`src/rtl/pwm_capture.sv`:
```
// pwm_capture: measures period and high time of a PWM input in timebase ticks
module pwm_capture #(
  parameter int WIDTH = 16
) (
  input  logic             sysclk,
  input  logic             sysreset,
  input  logic             counter_event,
  input  logic             pwm_in,
  input  logic             ack,
  output logic [WIDTH-1:0] period,
  output logic [WIDTH-1:0] high_time,
  output logic             ready,
  output logic             missed,
  output logic             overflow,
  output logic             level
);
  localparam logic [WIDTH-1:0] MAX = '1;
  localparam logic [1:0] WAIT_LOW = 2'd0, WAIT_RISE = 2'd1, RUN = 2'd2, STALL = 2'd3;
  logic sync1, sync2, d, counter_event_last, rise, fall, tick, cap;
  logic [1:0] state;
  logic [WIDTH-1:0] per_cnt, hi_cnt, hi_hold, tick_w;
  assign level = sync2;
  assign rise = sync2 & ~d;
  assign fall = ~sync2 & d;
  assign tick = counter_event & ~counter_event_last;
  assign tick_w = {{(WIDTH-1){1'b0}}, tick};
  assign cap = (state == RUN) && (rise || (tick && per_cnt == MAX));
  // two-flop synchronizer with edge-detect delay, plus timebase edge history
  always_ff @(posedge sysclk or posedge sysreset)
    if (sysreset) {sync1, sync2, d, counter_event_last} <= '0;
    else {sync1, sync2, d, counter_event_last} <= {pwm_in, sync1, sync2, counter_event};
  // measurement FSM: arm on a genuine rise, count ticks, capture on rise or saturation
  always_ff @(posedge sysclk or posedge sysreset)
    if (sysreset) begin
      state <= WAIT_LOW;
      per_cnt <= '0;
      hi_cnt <= '0;
      hi_hold <= '0;
      period <= '0;
      high_time <= '0;
      overflow <= 1'b0;
    end else case (state)
      WAIT_LOW: if (!level) state <= WAIT_RISE;
      WAIT_RISE, STALL: if (rise) begin
        state <= RUN;
        per_cnt <= tick_w;
        hi_cnt <= tick_w;
      end
      default: begin
        if (fall) hi_hold <= hi_cnt;
        if (rise) begin
          period <= per_cnt;
          high_time <= hi_hold;
          overflow <= 1'b0;
          per_cnt <= tick_w;
          hi_cnt <= tick_w;
        end else if (tick && per_cnt == MAX) begin
          period <= MAX;
          high_time <= (level | fall) ? hi_cnt : hi_hold;
          overflow <= 1'b1;
          state <= STALL;
        end else if (tick) begin
          per_cnt <= per_cnt + tick_w;
          if (level && hi_cnt != MAX) hi_cnt <= hi_cnt + tick_w;
        end
      end
    endcase
  // ready/missed handshake; a capture beats a simultaneous ack
  always_ff @(posedge sysclk or posedge sysreset)
    if (sysreset) begin
      ready <= 1'b0;
      missed <= 1'b0;
    end else begin
      ready <= cap | (ready & ~ack);
      missed <= cap ? (missed | (ready & ~ack)) : (missed & ~ack);
    end
endmodule

```
`config.mk`:
```
export PLATFORM = sky130hd
export DESIGN_NAME = pwm_capture
export DESIGN_NICKNAME = d
export VERILOG_FILES = /design/src/rtl/pwm_capture.sv
export SDC_FILE = /design/constraint.sdc
export NUM_CORES = 1
export LEC_CHECK = 0
export CAP_MARGIN = 40
export CORE_MARGIN = 1
export CORE_UTILIZATION = 60
export DETAILED_ROUTE_END_ITERATION = 8
export DONT_BUFFER_PORTS = 1
export PLACE_DENSITY_LB_ADDON = 0.25
export SLEW_MARGIN = 10
export SYNTH_ARGS = -nofsm -noshare
export SYNTH_HDL_FRONTEND = slang
export SYNTH_SLANG_ARGS = --single-unit
```
`constraint.sdc`:
```
create_clock -name sysclk -period 2.9 [get_ports sysclk]
set_input_delay 0 -clock sysclk [delete_from_list [all_inputs] [get_ports sysclk]]
set_output_delay 0 -clock sysclk [all_outputs]
set_load 0.02 [all_outputs]
```
* Yosys cells after proc, flatten, opt, wreduce, memory -nomap -nowiden
Cells that the tools add are included.
** Cells by class
- Add/subtract/negate cells :: 2
- Reductions and logical operators :: 16
- Bitwise gates (word level) :: 14
- Mux-type cells :: 23
- Eq/ne operators :: 9
** Operator list (count)
- 2-to-1 mux 16 bit :: 13
- case mux 16 bit (2 select lines) :: 2
- adder 16 x 1 -> 16 bit :: 2
- == test 16 bit (second input constant) :: 1
- inequality test 16 bit (second input constant) :: 1
- 2-to-1 mux 2 bit :: 4
- AND reduction 4 bit :: 2
- inequality test 2 bit (second input constant) :: 3
- NOT 1 bit :: 6
- nonzero test 2 bit :: 3
- bitwise AND 1 bit :: 5
- AND reduction 5 bit :: 1
- == test 2 bit (second input constant) :: 2
- case mux 2 bit (2 select lines) :: 1
- AND reduction 2 bit :: 2
- logical AND 1 bit :: 3
- 2-to-1 mux 1 bit :: 3
- inequality test 3 x 1 -> 1 bit (second input constant) :: 1
- OR 1 bit :: 3
- nonzero test 3 bit :: 1
- OR reduction 3 bit :: 1
- == test 2 x 1 -> 1 bit (second input constant) :: 1
- logical NOT 2 bit :: 1
- OR reduction 2 bit :: 1
- logical OR 1 bit :: 1
** Word-level totals
- Output and inout port bits :: 36
- Word-level logic and storage cells :: 77
- Bits in registers :: 89
- Bits of input ports :: 5

* Depth between registers and ports, before layout
- Word-level depth :: 8
- Mapped depth :: 9
- Mapped depth without buffers :: 9

* Worst setup path after synthesis
OpenSTA, ideal clock, no wires.
- Path type :: reg-to-reg
- From :: reg counter_event_last
- To :: reg per_cnt[12]
- Path slack :: 0.921 ns
- Path buffers :: 0
- Arrival time :: 1.849 ns
- Period minus slack after synthesis :: 1.979 ns
- Required time :: 2.771 ns
- Setup time :: 0.129 ns
- Cell stages (with the launch flop) :: 9
- Cell sequence :: dfrtp_1 -> nand2b_1 -> inv_1 -> ha_1 -> nand4_1 -> nor3_1 -> nand3_1 -> o21ai_0 -> a31oi_1
** On the way
- Longest elaborated chain between the ends :: 7
- Elaborated cells on any way between the ends :: 11
- Classes of those cells :: add/sub (1); eq/ne (1); mux (4); bitwise (2); reduce/logical (3)
** Ends and longest elaborated chain
- start: declaration :: RTL line 19 : logic sync1, sync2, d, counter_event_last, rise, fall, tick, cap;
- start signal: assignment :: RTL line 31 : else {sync1, sync2, d, counter_event_last} <= {pwm_in, sync1, sync2, counter_event};
- NOT 1 bit (*) :: RTL line 25 : assign tick = counter_event & ~counter_event_last;
- bitwise AND 1 bit (*) :: RTL line 25
- adder 16 x 1 -> 16 bit :: RTL line 63 : per_cnt <= per_cnt + tick_w;
- 2-to-1 mux 16 bit :: RTL line 62 : end else if (tick) begin
- 2-to-1 mux 16 bit :: RTL line 57 : end else if (tick && per_cnt == MAX) begin
- 2-to-1 mux 16 bit :: RTL line 51 : if (rise) begin
- case mux 16 bit (2 select lines) :: RTL line 42 : end else case (state)
- end signal: assignment :: RTL line 46 : per_cnt <= tick_w;
- end signal: assignment :: RTL line 55 : per_cnt <= tick_w;
- end signal: assignment :: RTL line 63
- end: declaration :: RTL line 21 : logic [WIDTH-1:0] per_cnt, hi_cnt, hi_hold, tick_w;
Every way passes the cells marked *; elsewhere a longest branch is shown, timed or not. The select of a mux whose other input is x is not followed.
A chain may end at the register's enable or synchronous reset.

* Final worst setup path
Ends and elaborated chain as after synthesis.

==> flow_summary.ini <==
[place]
dpl.hpwl_um = 5230
gp_congestion = 0.822
numPortBuffers = 0

[sta]
slew_violations = 0
skew_ns = 0.00859
period_share = 0.857
fin_tns_setup_ns = 0
max_freq_ghz = 0.402
fin_crit_ns = 2.49
hold_viol_final = 0
worst_slew_pin_slew_ns = 0.709
finalSetupViolations = 0
rsz0062_at_grt = no
relSlewSlack = 0.527
hold_ws_ns = 0.00358

[grt]
grt_pass1_wl_um = 13400
use_met2 = 0.387
grt_use_met1 = 0.325
grt_max_degree = 52
antenna_found_initial = 0
gr-usage-met3 = 0.0521
grt-ovfl-total = 0
top_usage_layer = met2
grt_pass1_vias = 2804
grt_usage = 0.240

[synth]
yosys.area.top_type_share = 0.549
ys_async_sr_fraction = 1.00
syn_inst = 387
syn_area_per_cell_um2 = 10.5
ys.flop_type = dfrtp_1
synth_edf_count = 0
synth-compound-area-share = 0.183
ys_seq_area_frac = 0.549
netlist-cell-type-count = 44
synth_top_cell_by_area = dfrtp_1
syn_area_um2 = 4060
synth_xor_xnor_area_share = 0
synthAdderAreaFrac = 0.00617
yosys_warnings = 0
ys_ff_latch = 89
synth_mux_area_frac = 0.0863
synthTopCellsByArea = dfrtp_1 (55%), mux2_2 (4.4%), mux2i_1 (4.2%), nor2_1 (4.0%), o22a_1 (3.9%)
synth_nets = 394
synth_simple_gate_area_share = 0.144
synth_top_family_by_area = compound AO/OA/AOI/OAI gates

[cells_and_area]
fill_cells = 486
drive_gt1_frac = 0.112
antenna_cells = 0
mostFrequentLayoutCells = dfrtp_1 (89), nor2_1 (43), a21oi_1 (29)
post-route-util = 0.677
final_common_cell = dfrtp_1
layout.nets = 394
syn_to_final_growth_pct = 7.09

[die]
dieHeight_um = 84.3
start_util = 0.632
num_rows = 29
dieWidth_um = 84.3
io_pins = 41
die-area_um2 = 7100
core_um2 = 6420

[critical_path]
cp-start-kind = flop
crit_slowest_cell = nor3_1
worstSetupPathDepth = 9
crit_buf_inv = 1
rrSetupSlack_ns = 0.41
crit_arrival_ns = 2.77
r2r_cells = 9
reg2reg_from = counter_event_last
required_ns = 3.18
setup.worst_path.class = reg2reg
timing.rr.end = per_cnt[12]
worst_setup_path_end_kind = flop
worst-path-max-fanout = 6
slowest_delay_ns = 0.58
crit_family = simple AND/OR/NAND/NOR gates
path_cells = nand2b_1, inv_1, ha_1, nand4_1, nor3_1, nand3_1, nor2_1, a21oi_1, a31oi_1

[clocking]
clk_latency_ns = 0.36
cts_sinks = 89
htree_levels = 3
cts_setup_buffers = 0
ctsLongestPathBuffers = 2
cts_tree = built
root_buffer = clkbuf_8
clk_pin_slew_worst_paths_ns = 0.08
cts_buffers = 9

[detailed_routing]
drtPass1Iterations = 6
wl_per_cell_um = 17.1
totalWireLength_um = 8020
drc = 6
ant_nets = 0
first_iter_violations = 195
vias = 2925
vias_per_cell = 6.24

[pwr]
peakVddDrop_v = 0.000382
power.leakage_nw = 1.90
power_density_nw_per_um2 = 690
power.total_mw = 3.00

[worst_hold_path]
hold-path-endpoint = per_cnt[7]
min_path_cells = 4
worstHoldStart = counter_event
hold_path.class = in2reg

[run_status]
status = finished, violations left
violations = DRC

[run]
cap_violations = 0
-- sequential cells by signal, indices dropped and copies added, names as in the netlist --
name,cells
sync1,1
per_cnt,16
period,16
hi_hold,16
counter_event_last,1
overflow,1
state,2
level,1
high_time,16
missed,1
hi_cnt,16
ready,1
d,1
-- worst reg2reg max path, delay by kind of cell (launching register included) --
kind,cells,cell delay (ns)
AOI/OAI and AO/OA,2,0.25
DFF,1,0.40
adders and majority gates,1,0.24
buffers and inverters,1,0.17
and+or+nand+nor,5,1.35
-- synth_stat cells (2+ instances only) --
cell      instances
dfrtp_1          89
nor2_1           43
a21oi_1          29
nand2_1          26
o21ai_1          26
o21ai_0          18
o22a_1           18
mux2i_1          17
mux2_2           16
buf_2            14
nand3_1          14
a31oi_1           8
clkbuf_1          6
inv_1             6
nor3_1            6
nand2b_1          5
and3_1            4
nand4_1           4
o31ai_1           4
a21o_1            2
a221o_1           2
a31oi_4           2
and2_1            2
ha_1              2
nor4_1            2
nor4b_1           2
o21a_1            2
o41ai_1           2
-- layer usage --
layer  up-vias  part of all wire
met5         -                 0
met4         0             0.013
met3         8             0.045
met2        72              0.48
met1      1438              0.46
li1       1407                 -
-- power by group --
| part | leakage [nW] | total, mW | internal, mW | switching [mW] |
|---|---|---|---|---|
| combinational | 0.644 | 0.410 | 0.173 | 0.237 |
| sequential | 1.16 | 1.76 | 1.42 | 0.344 |
| clock | 0.0974 | 0.828 | 0.420 | 0.408 |
| total | 1.90 | 3.00 | 2.01 | 0.989 |
-- how the worst max path moves through the flow --
stage / startpoint / endpoint / slack, ns
after floorplan: sysreset / counter_event_last / 0.59
after global placement: counter_event_last / per_cnt[12] / 0.71
after detailed placement: counter_event_last / per_cnt[12] / 0.48
after CTS: counter_event_last / per_cnt[12] / 0.46
after global routing: counter_event_last / per_cnt[12] / 0.13
final: counter_event_last / per_cnt[12] / 0.41
-- logic make-up after synthesis --
| logic type | after synthesis |
|---|---|
| adders and majority gates | 2 |
| DFF | 89 |
| AOI/OAI and AO/OA | 117 |
| buffers and inverters | 27 |
| and+or+nand+nor | 119 |
| muxes | 33 |
-- final cells by class --
type | instances | area (µm²) | share of cell area
flip-flops and latches | 89 | 2230 | 0.512
multi-input cells | 271 | 1710 | 0.394
clock buffers | 13 | 149 | 0.0343
repair buffers | 10 | 97.6 | 0.0225
well taps | 77 | 96.3 | 0.0222
clock inverters | 3 | 40.0 | 0.00921
inverters | 6 | 23.8 | 0.00547
-- through the flow --
| stage | area, µm² | std cells | worst slack, ns |
|---|---|---|---|
| detailed placement | 4120 | 449 | 0.481 |
| floorplan | 4060 | 387 | 0.593 |
| global placement | 4120 | 449 | 0.706 |
| finish | 4350 | 469 | 0.415 |
| CTS | 4350 | 469 | 0.461 |
| global route | 4350 | 469 | 0.131 |
-- repair_timing --
| item | in CTS | in global routing |
|---|---|---|
| gates resized for setup | 0 | 0 |
| hold endpoints to repair | 45 | 0 |
| hold buffers | 4 | 0 |
No activity file was read; power rests on OpenSTA's default activity.
